`src/rtl/sap_1_ir_controller.sv`:
```
// SAP-1 instruction register, one-hot T-state ring counter and control-word decoder.
// The ring freezes at T4 on HLT until Clr; con is a pure decode of the ring and the opcode.
module sap_1_ir_controller (
  input  logic        Clk,
  input  logic        Clr,
  input  logic [7:0]  instruction,
  output logic [3:0]  operand,
  output logic [3:0]  opcode,
  output logic [5:0]  ring,
  output logic [11:0] con,
  output logic        hlt
);

  typedef enum logic [5:0] {
    T1 = 6'b000001,
    T2 = 6'b000010,
    T3 = 6'b000100,
    T4 = 6'b001000,
    T5 = 6'b010000,
    T6 = 6'b100000
  } tstate_e;

  typedef enum logic [3:0] {
    OP_LDA = 4'h0,
    OP_ADD = 4'h1,
    OP_SUB = 4'h2,
    OP_OUT = 4'hE,
    OP_HLT = 4'hF
  } opcode_e;

  // Control word bit order: {Cp, Ep, LMbar, CEbar, LIbar, EIbar, LAbar, EA, Su, EU, LBbar, LObar}
  localparam logic [11:0] CON_IDLE    = 12'h3E3;
  localparam logic [11:0] CON_T1      = 12'h5E3;
  localparam logic [11:0] CON_T2      = 12'hBE3;
  localparam logic [11:0] CON_T3      = 12'h263;
  localparam logic [11:0] CON_MEM_ADR = 12'h1A3;
  localparam logic [11:0] CON_LDA_T5  = 12'h2C3;
  localparam logic [11:0] CON_ALU_T5  = 12'h2E1;
  localparam logic [11:0] CON_ADD_T6  = 12'h3C7;
  localparam logic [11:0] CON_SUB_T6  = 12'h3CF;
  localparam logic [11:0] CON_OUT_T4  = 12'h3F2;

  tstate_e    ring_q, ring_d;
  logic [7:0] ir_q, ir_d;
  logic       hlt_q, hlt_d;
  logic [11:0] con_w;

  always_ff @(posedge Clk or posedge Clr) begin
    if (Clr) begin
      ring_q <= T1;
      ir_q   <= '0;
      hlt_q  <= 1'b0;
    end else begin
      ring_q <= ring_d;
      ir_q   <= ir_d;
      hlt_q  <= hlt_d;
    end
  end

  // The halt flag is set on the same edge that loads the IR, so the ring lands
  // on T4 already frozen; any non-one-hot ring value falls back to T1.
  always_comb begin
    ring_d = T1;
    ir_d   = ir_q;
    hlt_d  = hlt_q;
    case (ring_q)
      T1: ring_d = T2;
      T2: ring_d = T3;
      T3: begin
        ring_d = T4;
        ir_d   = instruction;
        hlt_d  = (instruction[7:4] == OP_HLT);
      end
      T4: ring_d = hlt_q ? T4 : T5;
      T5: ring_d = T6;
      T6: ring_d = T1;
      default: ring_d = T1;
    endcase
  end

  always_comb begin
    con_w = CON_IDLE;
    if (!Clr && !hlt_q) begin
      case (ring_q)
        T1: con_w = CON_T1;
        T2: con_w = CON_T2;
        T3: con_w = CON_T3;
        T4: begin
          case (ir_q[7:4])
            OP_LDA, OP_ADD, OP_SUB: con_w = CON_MEM_ADR;
            OP_OUT:                 con_w = CON_OUT_T4;
            default:                con_w = CON_IDLE;
          endcase
        end
        T5: begin
          case (ir_q[7:4])
            OP_LDA:         con_w = CON_LDA_T5;
            OP_ADD, OP_SUB: con_w = CON_ALU_T5;
            default:        con_w = CON_IDLE;
          endcase
        end
        T6: begin
          case (ir_q[7:4])
            OP_ADD:  con_w = CON_ADD_T6;
            OP_SUB:  con_w = CON_SUB_T6;
            default: con_w = CON_IDLE;
          endcase
        end
        default: con_w = CON_IDLE;
      endcase
    end
  end

  assign operand = ir_q[3:0];
  assign opcode  = ir_q[7:4];
  assign ring    = ring_q;
  assign con     = con_w;
  assign hlt     = hlt_q;

endmodule

```
`config.mk`:
```
export PLATFORM = sky130hd
export DESIGN_NAME = sap_1_ir_controller
export DESIGN_NICKNAME = d
export VERILOG_FILES = /design/src/rtl/sap_1_ir_controller.sv
export SDC_FILE = /design/constraint.sdc
export NUM_CORES = 1
export LEC_CHECK = 0
export BUFFER_PORTS_ARGS = -buffer_cell sky130_fd_sc_hd__buf_4
export CORE_MARGIN = 5
export CORE_UTILIZATION = 49
export CTS_BUF_LIST = sky130_fd_sc_hd__clkbuf_8 sky130_fd_sc_hd__clkbuf_16
export DETAILED_ROUTE_END_ITERATION = 12
export HOLD_SLACK_MARGIN = 0.06
export MAX_ROUTING_LAYER = met4
export PLACE_DENSITY = 0.89
export SYNTH_ARGS = -nofsm -noshare
export SYNTH_HDL_FRONTEND = slang
export SYNTH_SLANG_ARGS = --single-unit
```
`constraint.sdc`:
```
create_clock -name Clk -period 2.35 [get_ports Clk]
set_input_delay 0.1175 -clock Clk [delete_from_list [all_inputs] [get_ports Clk]]
set_output_delay 0.1175 -clock Clk [all_outputs]
set_load 0.03 [all_outputs]
```
# --- Word level (Yosys, flattened, before mapping) ---
# Index checks and enable logic that the tools add are counted.
op_classes:
  n_eq_ne: 10
  n_mux: 7
  n_reduce_logical: 6
ops:
  columns: ["cell", "n"]
  rows:
  - ["one-hot mux 12 bit (6 select lines)", 1]
  - ["one-hot mux 6 bit (5 select lines)", 1]
  - ["one-hot mux 10 bit (2 select lines)", 1]
  - ["one-hot mux 9 bit (2 select lines)", 1]
  - ["2-to-1 mux 12 bit", 1]
  - ["one-hot mux 6 bit (2 select lines)", 1]
  - ["equality test 4 bit (second input constant)", 2]
  - ["equality test 6 x 1 -> 1 bit (second input constant)", 1]
  - ["equality test 6 x 2 -> 1 bit (second input constant)", 1]
  - ["equality test 6 x 3 -> 1 bit (second input constant)", 1]
  - ["equality test 6 x 4 -> 1 bit (second input constant)", 1]
  - ["equality test 6 x 5 -> 1 bit (second input constant)", 1]
  - ["equality test 6 bit (second input constant)", 1]
  - ["2-to-1 mux 5 bit", 1]
  - ["equality test 4 x 1 -> 1 bit (second input constant)", 1]
  - ["equality test 4 x 2 -> 1 bit (second input constant)", 1]
  - ["logical NOT 4 bit", 1]
  - ["OR reduction 3 bit", 1]
  - ["logical NOT 1 bit", 2]
  - ["OR reduction 2 bit", 1]
  - ["logical AND 1 bit", 1]
totals:
  register_bits: 15
  in_bits: 10
  output_inout_bits: 27
  elab_cells: 26

# --- Longest topological paths before layout ---
depth:
  word_depth: 5
  depth_mapped: 6
  ltp_nobuf: 5

# --- Worst setup path before layout ---
# OpenSTA, ideal clock, no wires.
synth_path:
  path_type: "register to output"
  startpoint: "register ring_q[1] (netlist: ring[1])"
  endpoint: "output con[4]"
  t_arrival_ns: 2.014
  t_required_ns: 2.233
  slack_ns: 0.218
  stages_incl_launch_ff: 6
  path_buffers: 1
  path_cell_list: "dfrtp_1 -> buf_2 -> or3_4 -> nor3_1 -> nand4_1 -> inv_1"
synth_between:
  elab_chain_len: 3
synth_lines:
  columns: ["element", "line_no", "source"]
  rows:
  - ["from (decl)", "43", "tstate_e ring_q, ring_d;"]
  - ["from (signal assigned)", "54", "ring_q <= ring_d;"]
  - ["equality test 6 bit (tied with other cells)", "84", "case (ring_q)"]
  - ["one-hot mux 12 bit (6 select lines) *", "84", null]
  - ["2-to-1 mux 12 bit *", "83", "if (!Clr && !hlt_q) begin"]
  - ["to (decl)", "10", "output logic [11:0] con,"]
# Every way passes the cells marked *; elsewhere a longest branch is shown, timed or not.

# --- Worst setup path after layout ---
layout_path:
  startpoint: "register ring_q[5] (netlist: ring[5])"
  endpoint: "output con[8]"
# Same word-level chain as after synthesis.

==> reports/metrics.yaml <==
run_status:
  status: "completed"
sta:
  hold_viol: 0
  fmax_mhz: 442
  grt_setup_unrepaired: "false"
  period_minus_slack_ns: 2.26
  slew_headroom_pct: 60.6
  setup_violations: 0
  tns_ns: 0
  tightest_slew_ns: 0.590
  slew_viol_final: 0
  clock_skew_ns: 0.00230
  period_share_pct: 96.2
worst_hold_path:
  hp-class: "input port to flip-flop"
  hold_depth: 2
  hold_path_end: "ir_q[2]$_DFFE_PP0P_"
  worstHoldStart: "instruction[2]"
critical_path:
  cp.arrival_ns: 2.14
  worstSetupPathType: "flip-flop to output port"
  critPathSlowestCell: "dfrtp_1"
  max_stage_delay_ns: 0.46
  rrSetupSlack_ns: 0.70
  reg2regPathDepth: 4
  startpoint: "ring[5]$_DFF_PP0_"
  end_kind: "output port"
  critPathMaxFanout: 7
  crit_top_cell: "or3_4"
  cp_data_required_time_ns: 2.23
  startpoint_type: "flip-flop"
  crit_family: "simple AND/OR/NAND/NOR gates"
  crit_buf_inv: 1
  crit_chain: "or3_4 -> or3_4 -> a41oi_4 -> o211ai_1 -> buf_4"
  reg2reg_from: "ring[4]$_DFF_PP0_"
  reg2reg_to: "ir_q[7]$_DFFE_PP0P_"
detailed_routing:
  vias: 830
  drc: 0
  ant_nets: 0
  routed_wl_um: 2420
  firstDrtPassIters: 4
  vias_per_cell: 5.97
  wl_per_cell_um: 17.4
  initialDrtViolationCount: 16
placement:
  port_buffers: 36
  place_congestion: 0.952
  detailed_place_hpwl_um: 1770
synthesis:
  synth_top_family_by_area: "simple AND/OR/NAND/NOR gates"
  ys_ff_latch: 15
  yosys.area_share.simple_pct: 28.1
  synth-adder-area-share_pct: 0
  synthCells: 85
  synth.net_count: 95
  yosysWarnings: 0
  avgSynthCellArea_sq_um: 9.79
  synth_compound_area_share_pct: 9.02
  synthMuxAreaShare_pct: 10.8
  yosysSeqAreaShare_pct: 45.3
  syn_area_sq_um: 832
  synth_xor_area_share_pct: 2.11
  synthDistinctLibCells: 30
power:
  power_density_mw_per_mm2: 1620
  p_leak_nw: 0.565
  ir_drop_mv: 0.929
floorplan:
  num_rows: 14
  initial_core_util_pct: 53.4
  die_h_um: 51.2
  pin_count: 37
  die_w_um: 51.2
  coreArea_sq_mm: 0.00156
  die_area_sq_mm: 0.00262
global_route:
  use_met3_pct: 4.65
  busiest_layer: "met2"
  grtUsageTotal_pct: 20.3
  use_met2_pct: 34.5
  grt_antenna_before_repair: 0
  grt_pass1_wl_um: 3910
  first_global_vias: 872
  gr-usage-met1_pct: 22.4
  grt_overflow: 0
  grt_max_degree: 16
finish:
  diodes: 0
  multi_input_area_sq_um: 440
  fillCellCount: 109
  drive_gt1_share_pct: 46.3
  syn2layout_area_growth_pct: 42.6
  nets: 134
  seqCellArea_sq_um: 377
  post-route-util_pct: 76.1
clock_network:
  clkSinkCount: 15
  clock_path_buffers: 2
  cts-root-buf: "clkbuf_8"
  cts-htree-levels: 1
  cts_tree: "yes"
  insertion_delay_ns: 0.25
  path_clk_slew_ns: 0.06
  cts_buffers: 3
flow_run:
  max_cap_viol_count: 0
==> cells in the final DEF (no fill, tap or decap) <==
cell           synthesis  routed
buf_4                  0      37
dfrtp_1               14      14
nor2_1                 8       8
mux2_2                 8       8
nand2_1                7       7
nor3_1                 4       4
nand3_1                4       4
inv_1                  4       4
o21ai_0                4       4
nand4_1                4       4
nor4_1                 4       3
clkbuf_8               0       3
or3_4                  2       2
nand2b_1               2       2
o211ai_1               2       2
nor4b_2                0       1
xor2_1                 1       1
nor4_2                 0       1
nand3b_1               1       1
and3b_2                1       1
and2_1                 1       1
or2_2                  1       1
a41oi_4                0       1
a211oi_1               1       1
a21o_1                 1       1
xnor2_1                1       1
or3_1                  1       1
or4_1                  1       1
o2111ai_1              1       1
clkinv_2               0       1
dlygate4sd3_1          0       1
dfstp_2                1       1
==> flip-flops by register name, indices dropped and copies added, names as in the netlist <==
name / cells
ring: 6
ir_q: 8
hlt: 1
==> worst reg2reg max path: cells and delay by family, from the launching register on <==
| family | cells | cell delay [ns] |
|---|---|---|
| DFF | 1 | 0.51 |
| muxes | 1 | 0.29 |
| buffers and inverters | 1 | 0.22 |
| and+or+nand+nor | 2 | 0.52 |
==> synth_stat cells <==
library cell | count | area share [%]
a211oi_1 | 1 | 0.90
a21o_1 | 1 | 0.90
a41oi_2 | 1 | 2.0
and2_1 | 1 | 0.75
and3b_2 | 1 | 1.2
buf_2 | 1 | 0.60
buf_6 | 1 | 1.4
clkbuf_1 | 2 | 0.90
dfrtp_1 | 14 | 42
dfstp_2 | 1 | 3.2
inv_1 | 4 | 1.8
mux2_2 | 8 | 11
nand2_1 | 7 | 3.2
nand2b_1 | 2 | 1.5
nand3_1 | 4 | 2.4
nand3b_1 | 1 | 0.90
nand4_1 | 4 | 3.0
nor2_1 | 8 | 3.6
nor3_1 | 4 | 2.4
nor4_1 | 4 | 3.0
nor4b_1 | 1 | 1.1
o2111ai_1 | 1 | 1.1
o211ai_1 | 2 | 1.8
o21ai_0 | 4 | 2.4
or2_2 | 1 | 0.75
or3_1 | 1 | 0.75
or3_4 | 2 | 2.7
or4_1 | 1 | 0.90
xnor2_1 | 1 | 1.1
xor2_1 | 1 | 1.1
==> final cells by class <==
type	instances	share of cell area, %
Timing Repair Buffer	38	24.3
Multi-Input combinational cell	62	37.1
Tap cell	16	1.69
Clock inverter	1	0.422
Clock buffer	3	3.48
Inverter	4	1.27
Sequential cell	15	31.8
==> worst max path at each step <==
stage | to | slack (ns) | cells after the start
final | con[8] | 0.09 | 5
after global placement | con[1] | 0.41 | 5
after floorplan | con[4] | 0.22 | 5
after global routing | con[8] | 0.03 | 5
after detailed placement | con[8] | 0.33 | 5
after CTS | con[8] | 0.03 | 5
==> per-stage QoR <==
step           area (sq um)  hold slack (ns)  std cells  total power [mW]  setup WS, ns
6_report               1190           0.0996        139              1.92        0.0898
5_1_grt                1190            0.106        139              2.03        0.0313
4_1_cts                1160            0.103        139              1.89        0.0256
3_5_place_dp           1110            0.224        134              1.66         0.332
3_3_place_gp           1110            0.213        134              1.63         0.407
2_1_floorplan           832           0.0183         85              1.27         0.218
==> where the power goes <==
group	leakage, nW	switching, mW	total, mW	internal, mW
combinational	0.354	0.703	1.17	0.465
clock	0.0255	0.0932	0.211	0.117
sequential	0.185	0.165	0.541	0.376
total	0.565	0.962	1.92	0.958
==> kinds of logic after synthesis <==
kind of cell / after synthesis
AO/OA/AOI/OAI: 10
XOR/XNOR: 2
buffers and inverters: 8
flip-flops: 15
multiplexers: 8
AND/OR/NAND/NOR: 42
==> per-layer routing <==
layer	share of wire, %	routed length [um]
met4	3.1	74
met2	49	1180
met5	0	0
met1	41	994
met3	7.2	174
==> what timing repair did <==
action,4_1_cts,5_1_grt
gates resized for setup,0,3
hold buffers,1,0
setup buffers,0,0
hold endpoints to repair,14,0
setup endpoints to repair,0,4
No activity file was read; power rests on OpenSTA's default activity.
